File: src/rtl/rx_frame_pkg.sv
// Shared types and constants for the RX deframer: state encoding, default SFD, PHY length width
// and the byte-wise reflected CRC-16 step used when RX_CRC_EN is defined.
package rx_frame_pkg;

    typedef enum logic [1:0] {HUNT, LEN, PLD} state_t;

    localparam logic [7:0]  SFD_DEFAULT   = 8'hA7;
    localparam logic [15:0] CRC_POLY_REFL = 16'h8408;
    localparam int          PHY_LEN_W     = 7;

    // One byte through the reflected CRC-16, data bits taken LSB first.
    function automatic logic [15:0] crc16_byte(input logic [15:0] crc, input logic [7:0] d);
        logic [15:0] c;
        c = crc;
        for (int i = 0; i < 8; i++) begin
            if (c[0] ^ d[i]) c = (c >> 1) ^ CRC_POLY_REFL;
            else             c = c >> 1;
        end
        return c;
    endfunction

endpackage

File: src/rtl/rx_crc16.sv
// Running 802.15.4 CRC-16 register, one byte per en pulse; clr returns it to the zero seed.
// Result is the registered CRC after the last accepted byte.
module rx_crc16
    import rx_frame_pkg::*;
(
    input  logic        clk,
    input  logic        rst,
    input  logic        clr,
    input  logic        en,
    input  logic [7:0]  din,
    output logic [15:0] crc
);

    logic [15:0] crc_q;

    always_ff @(posedge clk or posedge rst) begin
        if (rst)      crc_q <= '0;
        else if (clr) crc_q <= '0;
        else if (en)  crc_q <= crc16_byte(crc_q, din);
    end

    assign crc = crc_q;

endmodule

File: src/rtl/rx_frame_parser.sv
// RX deframer: preamble/SFD hunt, PHY length, payload forwarding with sof/eof, error and timeout pulses.
// All outputs registered, one cycle after the qualifying byte; define RX_CRC_EN to check the trailing FCS.
module rx_frame_parser
    import rx_frame_pkg::*;
#(
    parameter logic [7:0] SFD         = SFD_DEFAULT,
    parameter int         PRE_BYTES   = 4,
    parameter int         MAX_LEN     = 127,
    parameter int         TIMEOUT_CYC = 1024
) (
    input  logic                 clk,
    input  logic                 rst,
    input  logic                 en,
    input  logic [7:0]           byte_in,
    input  logic                 byte_in_en,
    output logic [7:0]           pld_data,
    output logic                 pld_valid,
    output logic                 pld_sof,
    output logic                 pld_eof,
    output logic [PHY_LEN_W-1:0] frame_len,
    output logic                 frame_done,
    output logic                 frame_err,
    output logic                 crc_ok,
    output logic                 busy
);

    localparam int GAP_W = $clog2(TIMEOUT_CYC);
`ifdef RX_CRC_EN
    localparam int MIN_LEN = 2;
`else
    localparam int MIN_LEN = 1;
`endif

    state_t               state_q;
    logic [3:0]           pre_cnt_q;
    logic [PHY_LEN_W-1:0] rem_cnt_q;
    logic [GAP_W-1:0]     gap_cnt_q;
    logic [7:0]           pld_data_q;
    logic                 pld_valid_q, pld_sof_q, pld_eof_q;
    logic [PHY_LEN_W-1:0] frame_len_q;
    logic                 frame_done_q, frame_err_q, crc_ok_q, busy_q;

    logic [PHY_LEN_W-1:0] len;
    logic                 len_ok;
    logic                 gap_expired;
    logic                 crc_pass;

    assign len    = byte_in[PHY_LEN_W-1:0];
    assign len_ok = (len >= PHY_LEN_W'(MIN_LEN)) && (len <= PHY_LEN_W'(MAX_LEN));
    // Fires on the edge where the gap counter would reach TIMEOUT_CYC-1; a coincident byte wins.
    assign gap_expired = !byte_in_en && (gap_cnt_q == GAP_W'(TIMEOUT_CYC - 2));

`ifdef RX_CRC_EN
    logic [15:0] crc_val;

    rx_crc16 u_crc (
        .clk (clk),
        .rst (rst),
        .clr (state_q == HUNT),
        .en  (en && byte_in_en && (state_q == PLD)),
        .din (byte_in),
        .crc (crc_val)
    );

    assign crc_pass = (crc16_byte(crc_val, byte_in) == 16'h0000);
`else
    assign crc_pass = 1'b1;
`endif

    always_ff @(posedge clk or posedge rst) begin
        if (rst) begin
            state_q      <= HUNT;
            pre_cnt_q    <= '0;
            rem_cnt_q    <= '0;
            gap_cnt_q    <= '0;
            pld_data_q   <= '0;
            pld_valid_q  <= 1'b0;
            pld_sof_q    <= 1'b0;
            pld_eof_q    <= 1'b0;
            frame_len_q  <= '0;
            frame_done_q <= 1'b0;
            frame_err_q  <= 1'b0;
            crc_ok_q     <= 1'b0;
            busy_q       <= 1'b0;
        end else begin
            pld_valid_q  <= 1'b0;
            pld_sof_q    <= 1'b0;
            pld_eof_q    <= 1'b0;
            frame_done_q <= 1'b0;
            frame_err_q  <= 1'b0;
            if (!en) begin
                state_q   <= HUNT;
                pre_cnt_q <= '0;
                rem_cnt_q <= '0;
                gap_cnt_q <= '0;
                busy_q    <= 1'b0;
            end else begin
                case (state_q)
                    HUNT: if (byte_in_en) begin
                        if (byte_in == 8'h00) begin
                            if (pre_cnt_q != 4'(PRE_BYTES)) pre_cnt_q <= pre_cnt_q + 4'd1;
                        end else if (byte_in == SFD && pre_cnt_q == 4'(PRE_BYTES)) begin
                            state_q   <= LEN;
                            busy_q    <= 1'b1;
                            pre_cnt_q <= '0;
                            gap_cnt_q <= '0;
                        end else begin
                            pre_cnt_q <= '0;
                        end
                    end
                    LEN, PLD: begin
                        if (byte_in_en) begin
                            gap_cnt_q <= '0;
                            if (state_q == LEN) begin
                                if (len_ok) begin
                                    frame_len_q <= len;
                                    rem_cnt_q   <= len;
                                    state_q     <= PLD;
                                end else begin
                                    frame_err_q <= 1'b1;
                                    state_q     <= HUNT;
                                    busy_q      <= 1'b0;
                                end
                            end else begin
                                pld_data_q  <= byte_in;
                                pld_valid_q <= 1'b1;
                                pld_sof_q   <= (rem_cnt_q == frame_len_q);
                                rem_cnt_q   <= rem_cnt_q - PHY_LEN_W'(1);
                                if (rem_cnt_q == PHY_LEN_W'(1)) begin
                                    pld_eof_q    <= 1'b1;
                                    frame_done_q <= 1'b1;
                                    crc_ok_q     <= crc_pass;
                                    state_q      <= HUNT;
                                    busy_q       <= 1'b0;
                                end
                            end
                        end else if (gap_expired) begin
                            frame_err_q <= 1'b1;
                            gap_cnt_q   <= '0;
                            state_q     <= HUNT;
                            busy_q      <= 1'b0;
                        end else begin
                            gap_cnt_q <= gap_cnt_q + GAP_W'(1);
                        end
                    end
                    default: begin
                        state_q <= HUNT;
                        busy_q  <= 1'b0;
                    end
                endcase
            end
        end
    end

    assign pld_data   = pld_data_q;
    assign pld_valid  = pld_valid_q;
    assign pld_sof    = pld_sof_q;
    assign pld_eof    = pld_eof_q;
    assign frame_len  = frame_len_q;
    assign frame_done = frame_done_q;
    assign frame_err  = frame_err_q;
    assign crc_ok     = crc_ok_q;
    assign busy       = busy_q;

endmodule

File: config.mk
export PLATFORM = sky130hd
export DESIGN_NAME = rx_frame_parser
export DESIGN_NICKNAME = d
export VERILOG_FILES = /design/src/rtl/rx_frame_pkg.sv /design/src/rtl/rx_crc16.sv /design/src/rtl/rx_frame_parser.sv
export SDC_FILE = /design/constraint.sdc
export NUM_CORES = 1
export LEC_CHECK = 0
export BUFFER_PORTS_ARGS = -buffer_cell sky130_fd_sc_hd__clkbuf_2
export CAP_MARGIN = 20
export CORE_MARGIN = 2
export CORE_UTILIZATION = 55
export CTS_BUF_LIST = sky130_fd_sc_hd__clkbuf_2 sky130_fd_sc_hd__clkbuf_4 sky130_fd_sc_hd__clkbuf_8
export CTS_CLUSTER_SIZE = 30
export DETAILED_ROUTE_END_ITERATION = 10
export PLACE_DENSITY = 0.82
export SLEW_MARGIN = 25
export SYNTH_ARGS = -nofsm -noshare
export SYNTH_HDL_FRONTEND = slang
export SYNTH_SLANG_ARGS = --single-unit
export TNS_END_PERCENT = 100
File: constraint.sdc
create_clock -name clk -period 2.8 [get_ports clk]
set_clock_uncertainty 0.2 [all_clocks]
set_input_delay 0.28 -clock clk [delete_from_list [all_inputs] [get_ports clk]]
set_output_delay 0.28 -clock clk [all_outputs]
set_load 0.05 [all_outputs]
# ---- Word level (Yosys, flattened, before mapping)
# Cells that the tools add are included.
dict set report word_totals {
  ff_bits 44
  input_bits 12
  word_cells 109
}
dict set report op_classes {
  addsub 3
  n_lt_le_gt_ge 2
  n_eq_ne 20
  mux 56
  n_bitwise 1
  reduce_logical 15
}
# operator count
set ops {}
lappend ops {{2-to-1 mux 10 bit} 6}
lappend ops {{2-to-1 mux 7 bit} 5}
lappend ops {{2-to-1 mux 1 bit} 28}
lappend ops {{2-to-1 mux 4 bit} 5}
lappend ops {{case mux 10 bit (2 select lines)} 1}
lappend ops {{2-to-1 mux 2 bit} 9}
lappend ops {{AND reduction 5 bit} 3}
lappend ops {{inequality test 3 bit, second input constant} 4}
lappend ops {{adder 10 x 1 -> 10 bit, second input constant} 1}
lappend ops {{equality test 10 bit, second input constant} 1}
lappend ops {{inequality test 5 bit, second input constant} 2}
lappend ops {{equality test 8 bit, second input constant} 1}
lappend ops {{zero test 8 bit} 1}
lappend ops {{AND reduction 4 bit} 2}
lappend ops {{equality test 7 x 1 -> 1 bit, second input constant} 1}
lappend ops {{equality test 7 bit} 1}
lappend ops {{>= comparator 7 x 1 -> 1 bit, second input constant} 1}
lappend ops {{<= comparator 7 bit, second input constant} 1}
lappend ops {{subtractor 7 x 1 -> 7 bit, second input constant} 1}
lappend ops {{inequality test 2 x 1 -> 1 bit, second input constant} 3}
lappend ops {{AND reduction 3 bit} 2}
lappend ops {{AND reduction 6 bit} 1}
lappend ops {{adder 4 x 1 -> 4 bit, second input constant} 1}
lappend ops {{equality test 4 x 3 -> 1 bit, second input constant} 1}
lappend ops {{other kinds (13)} 15}

# ---- Depth between registers and ports, before layout
# Gate-level depths: netlist of the first run.
dict set report logic_depth {
  word_depth 7
  depth_mapped 9
  mapped_depth_nobuf 7
}

# ---- Worst setup path before layout of the first run
# No wires, ideal clock.
dict set report synth_timing {
  kind {flip-flop to flip-flop}
  startpoint {register state_q[0]}
  endpoint {register frame_len_q[0] (netlist: frame_len[0])}
  setup_ns 0.125
  arrival_time_ns 1.759
  required_ns 2.475
  setup_slack_ns 0.716
  stages_incl_launch_ff 8
  path_buffers 1
  cell_sequence {dfrtp_1 inv_1 ha_1 nand3_1 inv_1 and3_1 clkbuf_1 mux2_2}
}
dict set report synth_between {
  elab_chain_cells 3
  word_cells_on_any_way 4
}
# item line
set synth_lines {}
lappend synth_lines {{from (decl)} rx_frame_parser.sv:34} ;# state_t state_q;
lappend synth_lines {{from (signal assigned)} rx_frame_parser.sv:72} ;# state_q <= HUNT;
lappend synth_lines {{from (signal assigned)} rx_frame_parser.sv:92} ;# state_q <= HUNT;
lappend synth_lines {{from (signal assigned)} rx_frame_parser.sv:103} ;# state_q <= LEN;
lappend synth_lines {{equality test 2 x 1 -> 1 bit or equality test 2 bit (tied branches)} {rx_frame_parser.sv:98, rx_frame_parser.sv:114}}
lappend synth_lines {{OR reduction 2 bit} rx_frame_parser.sv:98} ;# case (state_q)
lappend synth_lines {{AND reduction 5 bit (no source line) (*)} -}
lappend synth_lines {{to (signal assigned)} rx_frame_parser.sv:116} ;# frame_len_q <= len;
lappend synth_lines {{to (decl)} rx_frame_parser.sv:40} ;# logic [PHY_LEN_W-1:0] frame_len_q;
# Mark *: on every way between the ends. The rest lies on a longest branch, timed or not.
# A chain may end at the register's enable or synchronous reset.

# ---- Worst setup path after layout of the first run
dict set report layout_timing {
  startpoint {register gap_cnt_q[0]}
  endpoint {register busy_q (netlist: busy)}
}
dict set report layout_between {
  elab_chain_cells 4
}
# item line
set layout_lines {}
lappend layout_lines {{from (decl)} rx_frame_parser.sv:37} ;# logic [GAP_W-1:0] gap_cnt_q;
lappend layout_lines {{from (signal assigned)} rx_frame_parser.sv:143} ;# gap_cnt_q <= gap_cnt_q + GAP_W'(1);
lappend layout_lines {{equality test 10 bit} rx_frame_parser.sv:51} ;# assign gap_expired = !byte_in_en && (gap_cnt_q == GAP_W'(TIMEOUT_CYC - 2));
lappend layout_lines {{logical AND 1 bit} rx_frame_parser.sv:51}
lappend layout_lines {{inequality test 4 bit (no source line)} -}
lappend layout_lines {{AND reduction 6 bit (no source line)} -}
lappend layout_lines {{to (signal assigned)} rx_frame_parser.sv:84} ;# busy_q <= 1'b0;
lappend layout_lines {{to (signal assigned)} rx_frame_parser.sv:96} ;# busy_q <= 1'b0;
lappend layout_lines {{to (signal assigned)} rx_frame_parser.sv:104} ;# busy_q <= 1'b1;
lappend layout_lines {{to (decl)} rx_frame_parser.sv:41} ;# logic frame_done_q, frame_err_q, crc_ok_q, busy_q;
# No other way between the ends.

==> impl_metrics.csv, run 1 <==
group,metric,value,unit
synth,yosys-top-cells-area,"dfrtp_1 47%, nand2_1 6.6%, ha_1 5.4%",
critical_path,end_kind,"flip-flop",
synth,synth_top_flop_cell,"dfrtp_1",
power_and_ir_drop,clock_power_share,15.5,%
sta,fin_crit,2380,ps
cells_and_area,antenna_cells,0,
placed_design,portBuffers,33,
power_and_ir_drop,p_per_area,968,nW/um^2
sta,hold_viol,0,
synth,syn-num-nets,271,
drt,routed_via_density,5.68,
synth,synthCells,249,
floorplan,dieWidth,69.1,um
floorplan,die_h,69.1,um
clocking,clock_path_buffers,2,
floorplan,die-area,4770,um^2
sta,setup_viol,0,
critical_path,slowest_stage,"o31ai_1",
sta,period_share,84.9,%
placed_design,dp_hpwl,3600,um
sta,max_freq,0.421,GHz
run_status,status,"completed",
global_route,grt-ovfl-total,0,
synth,yosysUniqueCellTypes,42,
floorplan,start_util,57.8,%
flow_run,drv_cap,0,
floorplan,ioPinCount,34,
critical_path,crit_type,"reg2reg",
global_route,grt_start_max_net_pins,26,
synth,syn_area_per_cell,9.35,um^2
placed_design,gp_congestion,0.875,
cells_and_area,syn2layout_area_growth,13.0,%
power_and_ir_drop,p_sw_share,47.0,%
power_and_ir_drop,switching_power,1.20,mW
power_and_ir_drop,combPwrFrac,47.7,%
critical_path,required,2820,ps
synth,synth_edf_count,0,
drt,first_pass_iters,4,
synth,ys.warnings.count,0,
clocking,post_cts_buffers,0,
drt,drc,0,
global_route,grt_pass1_wl,8420,um
cells_and_area,fin_cells,334,
synth,synth_top_area_share,47.3,%
power_and_ir_drop,intPower,1.35,mW
sta,max_slew_margin,51.5,%
critical_path,crit_chain,"inv_1 > ha_1 > nand4_1 > o31ai_1 > o221a_2 > nor2b_1 > mux2i_1",
drt,vias,1896,
synth,synth_area,2330,um^2
floorplan,core_area,4030,um^2
clocking,cts_tree,"built",
cells_and_area,final_nets,305,
cells_and_area,final_util,65.3,%
clocking,cts-root-buf,"clkbuf_8",
sta,rsz0062_at_grt,"false",
global_route,grt_pass1_vias,1765,
power_and_ir_drop,pwr-share-seq,36.8,%
power_and_ir_drop,power_leakage,1.25,nW
drt,drt-total-wl,4880,um
power_and_ir_drop,power.total,2.55,mW
floorplan,rows,23,
critical_path,arrival,2400,ps
drt,first_iter_violations,159,
critical_path,critical_path.max_fanout,7,
synth,yosysSeqAreaShare,47.3,%
clocking,htreeDepth,2,
sta,final_max_slew_viol_count,0,
hold_path,hp-class,"in2reg",
drt,final_antenna_net_count,0,
hold_path,hold_path_depth,3,
cells_and_area,drive_above_1_share,20.4,%
synth,synthArstFlopShare,100,%
critical_path,start_kind,"flip-flop",
sta,worstMarginPinSlew,723,ps
synth,ys_ff_latch,44,
clocking,clock_latency,300,ps
clocking,clkTransAtPathRegs,80,ps
critical_path,slowest_delay,600,ps
sta,setup_tns,0,ps
global_route,antenna_found_initial,0,
clocking,cts_buffers,5,
placed_design,dp.cells,325,
global_route,grt.total_usage,21.9,%
clocking,cts.sinks,44,
power_and_ir_drop,ir_drop,0.647,mV
drt,wl_per_cell,14.6,um
critical_path,r2r_cells,7,
synth,yosys.area.top_type,"dfrtp_1",
[critical path: cells and delay by family, from the launching register on]
kind / cells / cell delay (ps)
mux: 1 / 200
fa+ha+maj: 1 / 140
simple gates: 2 / 300
compound gates: 2 / 960
flops: 1 / 430
buf+inv: 1 / 80
[flip-flops by register name (all words and copies together), names as in the netlist, 2 cells and up]
name,flops
frame_len,7
state_q,2
pre_cnt_q,4
rem_cnt_q,7
gap_cnt_q,10
pld_data,8
[cell families (layout without fill, tap and decap cells)]
logic type | count (synthesis) | after routing | share of synthesized area, %
adder cells (fa/ha/maj) | 10 | 10 | 5.37
multiplexers | 9 | 9 | 4.25
AO/OA/AOI/OAI | 53 | 53 | 13.9
AND/OR/NAND/NOR | 98 | 98 | 20.9
flip-flops | 44 | 44 | 47.3
buffers and inverters | 25 | 60 | 4.51
XOR/XNOR | 10 | 10 | 3.76
[worst paths after layout]
check | from | slack [ps] | endpoint
min in group asynchronous | rst | 340 | pld_data[5]
max reg2reg | gap_cnt_q[0] | 420 | busy
max in group asynchronous | rst | 1340 | gap_cnt_q[0]
min reg2reg | pld_data[2] | 280 | pld_data[2]
min | byte_in[7] | 30 | pld_data[7]
max | gap_cnt_q[0] | 420 | busy
[power groups by stage]
stage / sequential (mW) / clock [mW] / combinational [mW]
finish: 0.938 / 0.394 / 1.21
detailed placement: 0.952 / 0 / 1.21
CTS: 0.940 / 0.401 / 1.22
global placement: 0.944 / 0 / 1.19
global route: 0.967 / 0.432 / 1.32
floorplan: 1.34 / 0 / 0.548
[synth_stat cells, drive strengths merged (3+ instances only)]
library cell,instances
a21oi,12
and3,3
clkbuf,9
dfrtp,44
ha,10
inv,13
mux2,7
nand2,41
nand3,6
nand4,6
nor2,18
nor2b,4
nor3,3
nor4,5
o21ai,24
o31ai,7
xnor2,7
xor2,3
[timing repair]
| item | CTS | global route |
|---|---|---|
| gates resized for setup | 0 | 0 |
| endpoints found under the hold margin | 19 | 0 |
| hold buffers | 1 | 0 |
[routing by layer]
metal  share of wire [%]  GRT usage [%]  up-vias
met1                  46           30.9      911
li1                    -              -      930
met2                  48           34.5       51
met3                 5.0           5.26        4
met5                   0              0        -
met4                0.80           5.23        0
[final cells by class]
class                   count  area, um^2
inverters                  14        52.6
repair buffers             38         205
clock inverters             3        18.8
well taps                  50        62.6
clock buffers               5        68.8
flip-flops and latches     44        1100
multi-input cells         180        1120
fillers                   332        1400
[per-stage QoR]
stage	hold WS (ps)	instance area (um^2)	setup WS (ps)
finish	29.7	2630	423
floorplan	185	2330	716
CTS	28.7	2630	423
detailed placement	123	2530	446
global placement	114	2530	498
global route	26.2	2630	239
[placed cells by master, fill, tap and decap left out, drive strengths merged, types with 2 or more instances in the layout]
master / netlist / routed
a21oi: 12 / 12
a31oi: 2 / 2
and3: 3 / 3
buf: 2 / 4
clkbuf: 9 / 38
clkinv: 1 / 5
dfrtp: 44 / 44
ha: 10 / 10
inv: 13 / 12
mux2: 7 / 7
mux2i: 2 / 2
nand2: 41 / 41
nand2b: 2 / 2
nand3: 6 / 6
nand3b: 2 / 2
nand4: 6 / 6
nor2: 18 / 18
nor2b: 4 / 4
nor3: 3 / 3
nor4: 5 / 5
o21ai: 24 / 24
o311ai: 2 / 2
o31ai: 7 / 7
or2: 2 / 2
xnor2: 7 / 7
xor2: 3 / 3
No activity file was read; power rests on OpenSTA's default activity.
==> run 2: changes to the inputs <==
--- a/config.mk
+++ b/config.mk
@@ -8,11 +8,11 @@
 export BUFFER_PORTS_ARGS = -buffer_cell sky130_fd_sc_hd__clkbuf_2
 export CAP_MARGIN = 20
 export CORE_MARGIN = 2
-export CORE_UTILIZATION = 55
+export CORE_UTILIZATION = 53
 export CTS_BUF_LIST = sky130_fd_sc_hd__clkbuf_2 sky130_fd_sc_hd__clkbuf_4 sky130_fd_sc_hd__clkbuf_8
 export CTS_CLUSTER_SIZE = 30
 export DETAILED_ROUTE_END_ITERATION = 10
-export PLACE_DENSITY = 0.82
+export PLACE_DENSITY = 0.83
 export SLEW_MARGIN = 25
 export SYNTH_ARGS = -nofsm -noshare
 export SYNTH_HDL_FRONTEND = slang
==> constraint.sdc (replaced) <==
create_clock -name clk -period 2.15 [get_ports clk]
set_clock_uncertainty 0.2 [all_clocks]
set_input_delay 0.215 -clock clk [delete_from_list [all_inputs] [get_ports clk]]
set_output_delay 0.215 -clock clk [all_outputs]
set_load 0.05 [all_outputs]
==> impl_metrics.csv, run 2 (synthesis results as in run 1) <==
group,metric,value,unit
global_route,antenna_found_initial,0,
global_route,grt_pass1_vias,1863,
placed_design,place_worst_setup_slack,-59.6,ps
placed_design,place_area,2640,um^2
floorplan,die-area,4940,um^2
drt,wl_per_cell,14.9,um
critical_path,start_kind,"primary input",
critical_path,arrival,2080,ps
cells_and_area,layout_common_cells,"44 x dfrtp_1, 41 x nand2_1, 33 x clkbuf_2",
critical_path,path_buf_inv,2,
critical_path,crit_type,"in2reg",
floorplan,ioPinCount,34,
global_route,grt.total_usage,21.5,%
cells_and_area,final_util,66.4,%
power_and_ir_drop,power.total,3.59,mW
clocking,clock_latency,300,ps
sta,setup_tns,0,ps
floorplan,rows,24,
cells_and_area,layout_commonest_cell,"dfrtp_1",
cells_and_area,n_fill_cell,348,
drt,vias,1987,
sta,max_freq,0.479,GHz
placed_design,dp.cells,339,
run_status,status,"completed",
clocking,cts.sinks,44,
cells_and_area,antenna_cells,0,
critical_path,critPathTopFamily,"simple AND/OR/NAND/NOR gates",
global_route,grt_pass1_wl,8580,um
clocking,clkTransAtPathRegs,80,ps
clocking,cts_tree,"built",
sta,fin_ws,60.4,ps
sta,period_share,97.2,%
critical_path,end_kind,"flip-flop",
drt,drc,0,
clocking,htreeDepth,2,
clocking,cts_buffers,5,
sta,fin_crit,2090,ps
critical_path,r2r_cells,7,
cells_and_area,fin_area,2850,um^2
global_route,grt_start_max_net_pins,45,
power_and_ir_drop,p_sw_share,44.1,%
cells_and_area,fin_cells,351,
clocking,clock_path_buffers,2,
critical_path,crit_chain,"dlygate4sd3_1 > clkbuf_2 > nand4_1 > nor4_4 > a21oi_2 > or2_4 > o31ai_2",
placed_design,portBuffers,33,
power_and_ir_drop,clock_power_share,19.0,%
sta,setup_viol,0,
floorplan,dieWidth,70.3,um
sta,hold_viol,0,
power_and_ir_drop,power_leakage,1.38,nW
critical_path,slowest_delay,530,ps
power_and_ir_drop,combPwrFrac,47.1,%
cells_and_area,syn2layout_area_growth,22.4,%
critical_path,critical_path.max_fanout,8,
critical_path,worstReg2RegEnd,"gap_cnt_q[9]",
floorplan,start_util,54.2,%
critical_path,endpoint,"gap_cnt_q[9]",
floorplan,die_h,70.3,um
power_and_ir_drop,ir_drop,0.532,mV
sta,worstMarginPinSlew,548,ps
cells_and_area,drive_above_1_share,25.8,%
placed_design,gp_congestion,0.903,
flow_run,drv_cap,0,
sta,hold_ws,22.0,ps
power_and_ir_drop,switching_power,1.59,mW
critical_path,rrSetupSlack,90,ps
hold_path,hp-class,"in2reg",
cells_and_area,largest_register_ff_count,10,
power_and_ir_drop,p_per_area,1260,nW/um^2
cells_and_area,largest-register,"gap_cnt_q",
drt,drt-total-wl,5240,um
power_and_ir_drop,pwr-share-seq,33.9,%
drt,routed_via_density,5.66,
critical_path,slowest_stage,"dlygate4sd3_1",
critical_path,crit_cells,7,
cells_and_area,final_nets,320,
sta,final_max_slew_viol_count,0,
drt,first_pass_iters,4,
global_route,grt-ovfl-total,0,
critical_path,required,2140,ps
critical_path,reg2reg_from,"state_q[1]",
drt,final_antenna_net_count,0,
placed_design,dp_hpwl,3710,um
power_and_ir_drop,intPower,2.01,mW
sta,max_slew_margin,63.5,%
drt,first_iter_violations,158,
clocking,cts-root-buf,"clkbuf_8",
critical_path,startpoint,"byte_in[5]",
floorplan,core_area,4290,um^2
run 2: cell types whose count changed in the layout (fill, tap and decap cells not counted), moves of 2 or more:
cell / before / now
o31ai_1: 7 / 5
dlygate4sd3_1: 1 / 3
clkbuf_8: 5 / 7
clkinv_2: 2 / 0
buf_4: 4 / 16
o31ai_2: 0 / 2
run 2: how the worst min path moves through the flow:
stage | from | end | slack [ps] | depth (start not counted)
final | byte_in[1] | pld_data[1] | 20 | 3
after global routing | byte_in[2] | pld_data[2] | 30 | 3
after CTS | byte_in[1] | pld_data[1] | 20 | 3
after detailed placement | rst | pld_data[2] | 170 | 3
after global placement | rst | pld_data[2] | 160 | 3
after floorplan | byte_in[0] | pld_data[0] | 120 | 2
run 2: area by class of cell:
cell class	count	area (um^2)	share of cell area [%]
Clock buffer	7	96.3	3.38
Clock inverter	1	30.0	1.05
Inverter	14	52.6	1.84
Multi-Input combinational cell	180	1170	41.0
Sequential cell	44	1100	38.6
Tap cell	52	65.1	2.28
Timing Repair Buffer	53	335	11.8
run 2: power groups by stage:
| stage | combinational, mW | sequential, mW | clock [mW] |
|---|---|---|---|
| after floorplan | 0.714 | 1.75 | 0 |
| after global placement | 1.59 | 1.23 | 0 |
| after detailed placement | 1.63 | 1.24 | 0 |
| after CTS | 1.65 | 1.22 | 0.696 |
| after global routing | 1.83 | 1.25 | 0.721 |
| final | 1.69 | 1.22 | 0.683 |
run 2: layer usage:
| layer | track usage [%] | vias to the layer above | wire, um |
|---|---|---|---|
| met5 | 0 | - | 0 |
| met4 | 6.20 | 0 | 77 |
| met3 | 4.91 | 9 | 268 |
| met2 | 36.6 | 59 | 2690 |
| met1 | 27.4 | 958 | 2200 |
| li1 | - | 961 | - |
run 2: what timing repair did:
action | in CTS | in global routing
setup buffers | 0 | 1
pin swaps | 0 | 1
endpoints found under the setup margin | 3 | 23
endpoints found under the hold margin | 46 | 0
gates resized for setup | 1 | 8
hold buffers | 3 | 0
run 2: worst reg2reg max path: cells and delay by family, from the launching register on:
kind | cells | cell delay [ps]
fa+ha+maj | 1 | 310
flops | 1 | 350
simple gates | 2 | 460
compound gates | 2 | 350
buf+inv | 2 | 290
